==> src/rtl/cpu_types_pkg.sv <==
`default_nettype none
// ============================================================================
//  Module  : cpu_types_pkg
//  Purpose : Shared types for the dual-core coherence bus. Holds the
//            bus_state_t controller states, the word_t data word and the
//            per-core word array, plus a small helper that names the
//            snooped core.
//  Ports   : none (package)
//  Rev     : 1.0  initial release
// ============================================================================
package cpu_types_pkg;

    localparam int WORD_W_DEF = 32;
    localparam int CPUS_DEF   = 2;

    typedef logic [WORD_W_DEF-1:0] word_t;
    typedef word_t [CPUS_DEF-1:0]  word_per_cpu_t;

    typedef enum logic [2:0] {
        IDLE   = 3'd0,
        SNOOP  = 3'd1,
        C2C    = 3'd2,
        RAM_RD = 3'd3,
        DWRITE = 3'd4,
        IFETCH = 3'd5
    } bus_state_t;

    // With exactly two cores, the snooped core is always the other one.
    function automatic logic other_core(input logic core);
        return ~core;
    endfunction

endpackage
`default_nettype wire

==> src/rtl/rr_arbiter2.sv <==
`default_nettype none
// ============================================================================
//  Module  : rr_arbiter2
//  Purpose : Two-requester round-robin arbiter. The pointer names the
//            favoured requester and toggles only when the owner of the
//            current grant reports completion through 'advance'.
//  Ports   : clk, rst_n   - clock, asynchronous active-low reset
//            req[1:0]     - request per requester
//            advance      - current grant completed; rotate priority
//            grant        - index of the winning requester
//            any          - at least one requester is active
//  Rev     : 1.0  initial release
// ============================================================================
module rr_arbiter2 (
    input  logic       clk,
    input  logic       rst_n,
    input  logic [1:0] req,
    input  logic       advance,
    output logic       grant,
    output logic       any
);

    logic r_ptr;

    always_ff @(posedge clk or negedge rst_n) begin
        if (!rst_n) begin
            r_ptr <= 1'b0;
        end else if (advance) begin
            r_ptr <= ~r_ptr;
        end
    end

    // The favoured requester wins whenever it asks, or when nobody else does.
    always_comb begin
        any   = |req;
        grant = (req[r_ptr] || !req[~r_ptr]) ? r_ptr : ~r_ptr;
    end

endmodule
`default_nettype wire

==> src/rtl/coherence_bus_ctrl.sv <==
`default_nettype none
// ============================================================================
//  Module  : coherence_bus_ctrl
//  Purpose : Memory-side responder for two cores' L1 icache/dcache pairs.
//            Runs one transaction at a time. Data requests take precedence
//            over instruction fetches. Every data read snoops the other
//            dcache. A dirty snoop hit is forwarded cache-to-cache and
//            written back to RAM in the same access. All other requests
//            are served from the single-ported RAM.
//  Ports   : CLK, nRST              - clock, asynchronous active-low reset
//            iREN/iaddr/iwait/iload - per-core instruction fetch port
//            dREN/dWEN/daddr/dstore/dwait/dload
//                                   - per-core data port
//            cctrans/ccwrite        - per-core coherence status in
//            ccwait/ccinv/ccsnoopaddr
//                                   - per-core snoop control out
//            ramREN/ramWEN/ramaddr/ramstore/ramload/ramwait
//                                   - RAM port
//  Rev     : 1.0  initial release
// ============================================================================
module coherence_bus_ctrl
    import cpu_types_pkg::*;
#(
    parameter int CPUS   = 2,   // only 2 is supported
    parameter int WORD_W = 32
) (
    input  logic                         CLK,
    input  logic                         nRST,
    input  logic [CPUS-1:0]              iREN,
    input  logic [CPUS-1:0][WORD_W-1:0]  iaddr,
    output logic [CPUS-1:0]              iwait,
    output logic [CPUS-1:0][WORD_W-1:0]  iload,
    input  logic [CPUS-1:0]              dREN,
    input  logic [CPUS-1:0]              dWEN,
    input  logic [CPUS-1:0][WORD_W-1:0]  daddr,
    input  logic [CPUS-1:0][WORD_W-1:0]  dstore,
    output logic [CPUS-1:0]              dwait,
    output logic [CPUS-1:0][WORD_W-1:0]  dload,
    input  logic [CPUS-1:0]              cctrans,
    input  logic [CPUS-1:0]              ccwrite,
    output logic [CPUS-1:0]              ccwait,
    output logic [CPUS-1:0]              ccinv,
    output logic [CPUS-1:0][WORD_W-1:0]  ccsnoopaddr,
    output logic                         ramREN,
    output logic                         ramWEN,
    output logic [WORD_W-1:0]            ramaddr,
    output logic [WORD_W-1:0]            ramstore,
    input  logic [WORD_W-1:0]            ramload,
    input  logic                         ramwait
);

    bus_state_t         r_state;
    bus_state_t         w_next;
    logic               r_grant;
    logic [WORD_W-1:0]  r_addr;
    logic               r_ccwrite;

    logic               w_other;
    logic [CPUS-1:0]    w_dreq;
    logic               w_d_any;
    logic               w_d_gnt;
    logic               w_i_any;
    logic               w_i_gnt;
    logic               w_d_done;
    logic               w_i_done;
    logic               w_latch_grant;
    logic               w_grant_nxt;
    logic               w_latch_addr;

    assign w_other = other_core(r_grant);
    assign w_dreq  = dREN | dWEN;

    rr_arbiter2 u_d_arb (
        .clk     (CLK),
        .rst_n   (nRST),
        .req     (w_dreq),
        .advance (w_d_done),
        .grant   (w_d_gnt),
        .any     (w_d_any)
    );

    rr_arbiter2 u_i_arb (
        .clk     (CLK),
        .rst_n   (nRST),
        .req     (iREN),
        .advance (w_i_done),
        .grant   (w_i_gnt),
        .any     (w_i_any)
    );

    // Grant, snoop address and write intent are captured in IDLE so that
    // the requester may move its address bus while the snoop is answered.
    always_ff @(posedge CLK or negedge nRST) begin
        if (!nRST) begin
            r_state   <= IDLE;
            r_grant   <= 1'b0;
            r_addr    <= '0;
            r_ccwrite <= 1'b0;
        end else begin
            r_state <= w_next;
            if (w_latch_grant) begin
                r_grant <= w_grant_nxt;
            end
            if (w_latch_addr) begin
                r_addr    <= daddr[w_d_gnt];
                r_ccwrite <= ccwrite[w_d_gnt];
            end
        end
    end

    // All outputs are decoded from the state, so an asynchronous reset
    // forces them to their idle values without waiting for a clock edge.
    always_comb begin
        w_next        = r_state;
        w_latch_grant = 1'b0;
        w_grant_nxt   = 1'b0;
        w_latch_addr  = 1'b0;
        w_d_done      = 1'b0;
        w_i_done      = 1'b0;
        iwait         = '1;
        dwait         = '1;
        iload         = '0;
        dload         = '0;
        ccwait        = '0;
        ccinv         = '0;
        ccsnoopaddr   = '0;
        ramREN        = 1'b0;
        ramWEN        = 1'b0;
        ramaddr       = '0;
        ramstore      = '0;

        unique case (r_state)
            IDLE: begin
                if (w_d_any) begin
                    w_latch_grant = 1'b1;
                    w_grant_nxt   = w_d_gnt;
                    // Writebacks carry no coherence side effects: no snoop.
                    if (dWEN[w_d_gnt]) begin
                        w_next = DWRITE;
                    end else begin
                        w_latch_addr = 1'b1;
                        w_next       = SNOOP;
                    end
                end else if (w_i_any) begin
                    w_latch_grant = 1'b1;
                    w_grant_nxt   = w_i_gnt;
                    w_next        = IFETCH;
                end
            end

            SNOOP: begin
                ccwait[w_other]      = 1'b1;
                ccsnoopaddr[w_other] = r_addr;
                ccinv[w_other]       = r_ccwrite;
                if (cctrans[w_other] && ccwrite[w_other] && dWEN[w_other]) begin
                    w_next = C2C;
                end else begin
                    w_next = RAM_RD;
                end
            end

            C2C: begin
                // The supplier's writeback doubles as the requester's fill.
                ccwait[w_other] = 1'b1;
                ramWEN          = 1'b1;
                ramaddr         = daddr[w_other];
                ramstore        = dstore[w_other];
                dload[r_grant]  = dstore[w_other];
                if (!ramwait) begin
                    dwait[r_grant] = 1'b0;
                    dwait[w_other] = 1'b0;
                    w_d_done       = 1'b1;
                    w_next         = IDLE;
                end
            end

            RAM_RD: begin
                if (!dREN[r_grant]) begin
                    w_next = IDLE;
                end else begin
                    ramREN         = 1'b1;
                    ramaddr        = r_addr;
                    dload[r_grant] = ramload;
                    if (!ramwait) begin
                        dwait[r_grant] = 1'b0;
                        w_d_done       = 1'b1;
                        w_next         = IDLE;
                    end
                end
            end

            DWRITE: begin
                if (!dWEN[r_grant]) begin
                    w_next = IDLE;
                end else begin
                    ramWEN   = 1'b1;
                    ramaddr  = daddr[r_grant];
                    ramstore = dstore[r_grant];
                    if (!ramwait) begin
                        dwait[r_grant] = 1'b0;
                        w_d_done       = 1'b1;
                        w_next         = IDLE;
                    end
                end
            end

            IFETCH: begin
                if (!iREN[r_grant]) begin
                    w_next = IDLE;
                end else begin
                    ramREN         = 1'b1;
                    ramaddr        = iaddr[r_grant];
                    iload[r_grant] = ramload;
                    if (!ramwait) begin
                        iwait[r_grant] = 1'b0;
                        w_i_done       = 1'b1;
                        w_next         = IDLE;
                    end
                end
            end

            default: begin
                w_next = IDLE;
            end
        endcase
    end

endmodule
`default_nettype wire

==> config.mk <==
export PLATFORM = sky130hd
export DESIGN_NAME = coherence_bus_ctrl
export DESIGN_NICKNAME = d
export VERILOG_FILES = /design/src/rtl/cpu_types_pkg.sv /design/src/rtl/rr_arbiter2.sv /design/src/rtl/coherence_bus_ctrl.sv
export SDC_FILE = /design/constraint.sdc
export NUM_CORES = 1
export LEC_CHECK = 0
export CELL_PAD_IN_SITES_DETAIL_PLACEMENT = 1
export CELL_PAD_IN_SITES_GLOBAL_PLACEMENT = 1
export CORE_AREA = 2 2 193 195
export DETAILED_ROUTE_END_ITERATION = 8
export DIE_AREA = 0 0 195 197
export PLACE_DENSITY = 0.72
export SLEW_MARGIN = 20
export SYNTH_ARGS = -nofsm -noshare
export SYNTH_HDL_FRONTEND = slang
export SYNTH_HIERARCHICAL = 1
export SYNTH_SLANG_ARGS = --single-unit
==> constraint.sdc <==
create_clock -name CLK -period 3 [get_ports CLK]
set_clock_uncertainty 0.1 [all_clocks]
set_input_delay 0.9 -clock CLK [delete_from_list [all_inputs] [get_ports CLK]]
set_output_delay 0.9 -clock CLK [all_outputs]
set_load 0.01 [all_outputs]
== Word level (Yosys, flattened, before mapping) ==
Cells that the tools add are included.
W data, S select, Z words.
Storage, ports and cells
  register bits after elaboration: 39
  input port bits: 237
Cells by class
  order comparisons: 9
  eq/ne operators: 6
  muxes and demuxes: 95
  bitwise gates (word level): 11
  reductions and logical operators: 12
Operator list (count)
  $mux W32: 18
  $mux W64: 4
  $and A64 B64 Y64: 3
  $pmux W32 S4: 1
  $pmux W64 S2: 1
  $demux W32 S1: 2
  $pmux W32 S2: 1
  $mux W1: 46
  $mux W3: 7
  $pmux W3 S6: 1
  $mux W2: 8
  $lt A1 B2 Y1 const B: 7
  $eq A3 B2 Y1 const B: 2
  $eq A3 B3 Y1 const B: 2
  $pmux W2 S3: 1
  $reduce_or A2 Y1: 3
  $and A2 B2 Y2: 2
  $logic_and A1 B1 Y1: 4
  $not A2 Y2: 2
  $pmux W1 S2: 2
  $eq A3 B1 Y1 const B: 1
  $logic_not A3 Y1: 1
  $ne A3 B1 Y1 const B: 1
  $not A1 Y1: 3
  6 further kinds: 10

== Logic depth before layout (Yosys ltp) ==
  depth after elaboration: 11
  gate-level depth with buffers: 10
  mapped depth without buffers: 7

== Hierarchy ==
The synthesis kept the hierarchy.
By module, submodules not included
  coherence_bus_ctrl: instances 1, cells an instance 809, area each 6145.9 um^2
  rr_arbiter2: instances 2, cells an instance 5, area each 55.1 um^2

== Worst setup path after synthesis ==
OpenSTA, ideal clock, no wires.
  kind: input -> output
  start: input dREN[0]
  end: output dload[33] (netlist bit)
  arrival: 2040 ps
  setup slack: -40 ps
  cell stages on the path: 7
  buffers on the path: 3
  cell sequence: mux2_4 -> and3_4 -> buf_6 -> and2_4 -> buf_6 -> buf_6 -> a22o_1
RTL lines
  from (decl): line coherence_bus_ctrl.sv:33  | input logic [CPUS-1:0] dREN,
  to (decl): line coherence_bus_ctrl.sv:38  | output logic [CPUS-1:0][WORD_W-1:0] dload,

== Worst setup path in the final report ==
  start: register r_state[2]
  end: output ramstore[19]
Between the ends
  cells in the longest elaborated chain, start to end: 2
  elaborated cells between the ends (all ways): 3
Ends and longest elaborated chain
  from (decl): line coherence_bus_ctrl.sv:52  | bus_state_t r_state;
  from (signal assigned): line coherence_bus_ctrl.sv:100  | r_state <= w_next;
  $eq A3 B3 Y1 or $eq A3 B2 Y1 (tied branches): line coherence_bus_ctrl.sv:132  | unique case (r_state)
  $pmux W32 S2 *: line coherence_bus_ctrl.sv:132
  to (decl): line coherence_bus_ctrl.sv:47  | output logic [WORD_W-1:0] ramstore,
Mark *: on every way between the ends. The rest lies on a longest branch, timed or not.

==> flow_summary_export.csv <==
group,metric,value,unit
placement,dp_hpwl,33240,um
global_route,grt_pass1_wl,74750,um
die,io_pins,503,
synthesis,synthTopCellsByArea,"dfrtp_1 16%, a22o_1 11%, and2_1 6.7%",
global_route,grt_pass1_vias,11058,
sta,slew_headroom,65.45,%
die,dieArea,0.03842,sq mm
power,cellPowerDensity,689.3,mW/mm^2
routing,num_vias,10862,
worst_setup_path,cp_max_fo,6,
synthesis,syn-num-nets,1056,
routing,drtIter0Drc,592,
sta,period_minus_slack,3.421,ns
synthesis,async_flop_share,100.0,%
placement,gp_congestion,0.8925,
worst_setup_path,worst-endpoint-arrival,2.42,ns
synthesis,avgSynthCellArea,7.639,sq um
placement,placedCellCount,1823,
worst_setup_path,worst-r2r-setup-slack,0.79,ns
sta,layout_setup_ws,-0.4214,ns
synthesis,yosysWarnings,6,
sta,rsz0062_at_grt,"yes",
finish,area_growth,160.6,%
global_route,grt_start_max_net_pins,67,
sta,setup_viol,240,
cts,cts_buffers,5,
die,core,0.03626,sq mm
worst_setup_path,cp.required,2.00,ns
worst_setup_path,cp-start-kind,"flop",
worst_setup_path,end_kind,"output port",
synthesis,synth_cell_types,55,
power,p_leak,0.007211,uW
routing,wirelength,56850,um
routing,drtAntennaViolNets,0,
sta,fmax,292.3,MHz
routing,drcViolationCount,0,
power,peakVddDrop,0.4080,mV
sta,hold_violations,0,
flow_run,drv_cap,0,
finish,layout-drive-gt1-share,55.62,%
sta,worst_slew_pin_slew,0.5183,ns
placement,dpl_worst_slack,-1.060,ns
synthesis,synth_edf_count,0,
die,num_rows,70,
outcome,status,"complete, but fails checks",
routing,via_per_inst,5.483,
cts,cts_hold_buf,0,
die,fp.dieH,197,um
cts,clk_pin_slew,0.07,ns
sta,fin_crit_sh,114.0,%
cts,cts_htree_levels,2,
synthesis,syn_area,0.006256,sq mm
global_route,gr-total-overflow,0,
synthesis,synth_flop_cell,"dfrtp_1",
synthesis,seq_area_frac_synth,15.60,%
worst_hold_path,min-delay-path-class,"primary input to asynchronous set/reset pin",
cts,clockRootBuffer,"clkbuf_16",
global_route,grt_usage,25.84,%
routing,drt-wirelength-per-cell,28.70,um
die,die_x,195,um
cts,clockBufferDepth,2,
finish,final_net_count,1748,
synthesis,synth_cells,819,
outcome,violations,"negative setup slack",
finish,fin_cells,1981,
sta,drv_slew,0,
cts,cts_tree,"yes",
synthesis,synth.largest_area_cell,"dfrtp_1",
routing,dr.pass1.iters,7,
synthesis,ys_ff_latch,39,
cts,clock_latency,0.30,ns
die,start_util,17.25,%
worst_setup_path,critical_path_class,"flop to output port",
placement,port_buffers,502,
synthesis,synth_top_area_share,15.60,%
cts,numClockSinks,39,
global_route,antenna_found_initial,1,
## final cells by class
class / instances / area [sq um]
fill: 4041 / 19960
inverter: 4 / 15.01
antenna: 1 / 2.502
tap: 468 / 585.6
clock inverter: 2 / 13.76
timing repair buffer: 794 / 8637
multi-input combinational: 667 / 5927
sequential: 39 / 982.2
clock buffer: 6 / 138.9
## cells in the mapped netlist (all sizes together), types with 2 or more instances
master,instances
or3,25
a32oi,47
mux2,16
nand2,49
a22o,82
nor2,15
a222oi,17
clkbuf,52
or2,7
nand2b,2
xor2,2
nand3,41
a221oi,33
nor3,2
o211ai,2
a22oi,40
mux2i,35
o21ai,38
and2,69
nor3b,3
nand4b,8
maj3,2
or3b,2
a21oi,50
inv,4
buf,58
and3,66
dfrtp,39
## logic make-up (layout without fill, tap and decap cells)
logic type,count (synthesis),in the layout,share of synthesized area [%]
and+or+nand+nor,296,297,27.52
DFF,39,39,15.60
AOI/OAI and AO/OA,315,315,38.36
buffers and inverters,114,806,9.280
other,0,1,0
xor gates and xnor gates,2,2,0.2801
adders and majority gates,2,2,0.3600
muxes,51,51,8.600
## worst max-delay path, stage by stage (launching register included)
cell and delay, ns:
dfrtp_2 0.42, buf_6 0.11, or3b_4 0.40, nor2_4 0.20
buf_6 0.17, buf_12 0.15, buf_16 0.16, a221oi_2 0.07
a21oi_1 0.23, buf_2 0.19
## per-stage QoR
step	power [uW]	area, sq um	setup TNS [ns]	hold WS (ns)	utilization [%]
floorplan	4169	6256	-0.01323	0.3503	-
global placement	7952	12810	-182.45	0.3665	35.32
detailed placement	8089	12810	-190.29	0.3697	35.32
CTS	9739	14960	-44.02	0.3705	41.26
global route	11700	16300	-55.96	0.3798	44.96
finish	11240	16300	-44.40	0.3664	44.96
## path summary, 6_finish.rpt
kind	start	endpoint	cells after the start
worst max-delay path	r_state[2]$_DFFE_PN0P_	ramstore[19]	9
worst min-delay path	nRST	u_d_arb/r_ptr$_DFFE_PN0P_	1
worst max register to register	r_grant$_DFFE_PN0P_	r_state[0]$_DFFE_PN0P_	6
worst min register to register	u_i_arb/r_ptr$_DFFE_PN0P_	u_i_arb/r_ptr$_DFFE_PN0P_	1
max in group asynchronous	nRST	r_addr[31]$_DFFE_PN0P_	2
min in group CLK	u_i_arb/r_ptr$_DFFE_PN0P_	u_i_arb/r_ptr$_DFFE_PN0P_	1
## state kept, by name (all words and copies together), names as in the netlist
name and flops:
r_grant 1, u_d_arb/r_ptr 1, r_ccwrite 1, r_addr 32
u_i_arb/r_ptr 1, r_state 3
## power breakdown
group / leakage, uW / switching (uW) / internal, uW
combinational: 0.00665 / 4730 / 4740
clock: 0.0000773 / 272 / 334
sequential: 0.000481 / 379 / 784
## what timing repair did
action | CTS | global route
cloned | 35 | 17
setup buffers | 95 | 40
setup endpoints to repair | 266 | 263
gates resized for setup | 1306 | 375
pin swaps | 107 | 117
## cells in the final DEF (no fill, tap or decap), types with 3 or more instances in the layout
cell type | Yosys | final
a32oi_1 | 47 | 28
nand4b_1 | 8 | 8
nand3_1 | 41 | 30
mux2_2 | 15 | 8
a221oi_1 | 32 | 3
dfrtp_1 | 39 | 36
mux2i_1 | 34 | 34
a221oi_2 | 1 | 24
clkbuf_2 | 0 | 16
a22oi_1 | 40 | 5
and2_1 | 67 | 7
a32oi_2 | 0 | 19
buf_16 | 0 | 28
and3_1 | 65 | 17
a22o_1 | 82 | 80
a21oi_2 | 0 | 9
buf_2 | 38 | 102
a21oi_1 | 50 | 40
buf_4 | 4 | 115
nand2_1 | 49 | 46
clkdlybuf4s50_1 | 0 | 228
and3_4 | 1 | 49
buf_8 | 0 | 15
buf_12 | 0 | 53
clkbuf_16 | 0 | 18
a22oi_2 | 0 | 35
inv_1 | 4 | 4
o21ai_0 | 37 | 35
buf_6 | 12 | 219
a221oi_4 | 0 | 6
a222oi_1 | 17 | 17
nor2_1 | 13 | 11
mux2_4 | 1 | 8
nor2_4 | 2 | 4
or2_2 | 7 | 6
or3_1 | 25 | 24
and2_4 | 1 | 63
nand3_2 | 0 | 10
## metal layers
layer | routed length [um] | vias to the layer above | GRT usage [%]
li1 | - | 4647 | -
met1 | 22560 | 5435 | 31.92
met2 | 27250 | 629 | 44.37
met3 | 4379 | 151 | 4.945
met4 | 2664 | 0 | 10.07
met5 | 0 | - | 0
No activity file was read; power rests on OpenSTA's default activity.
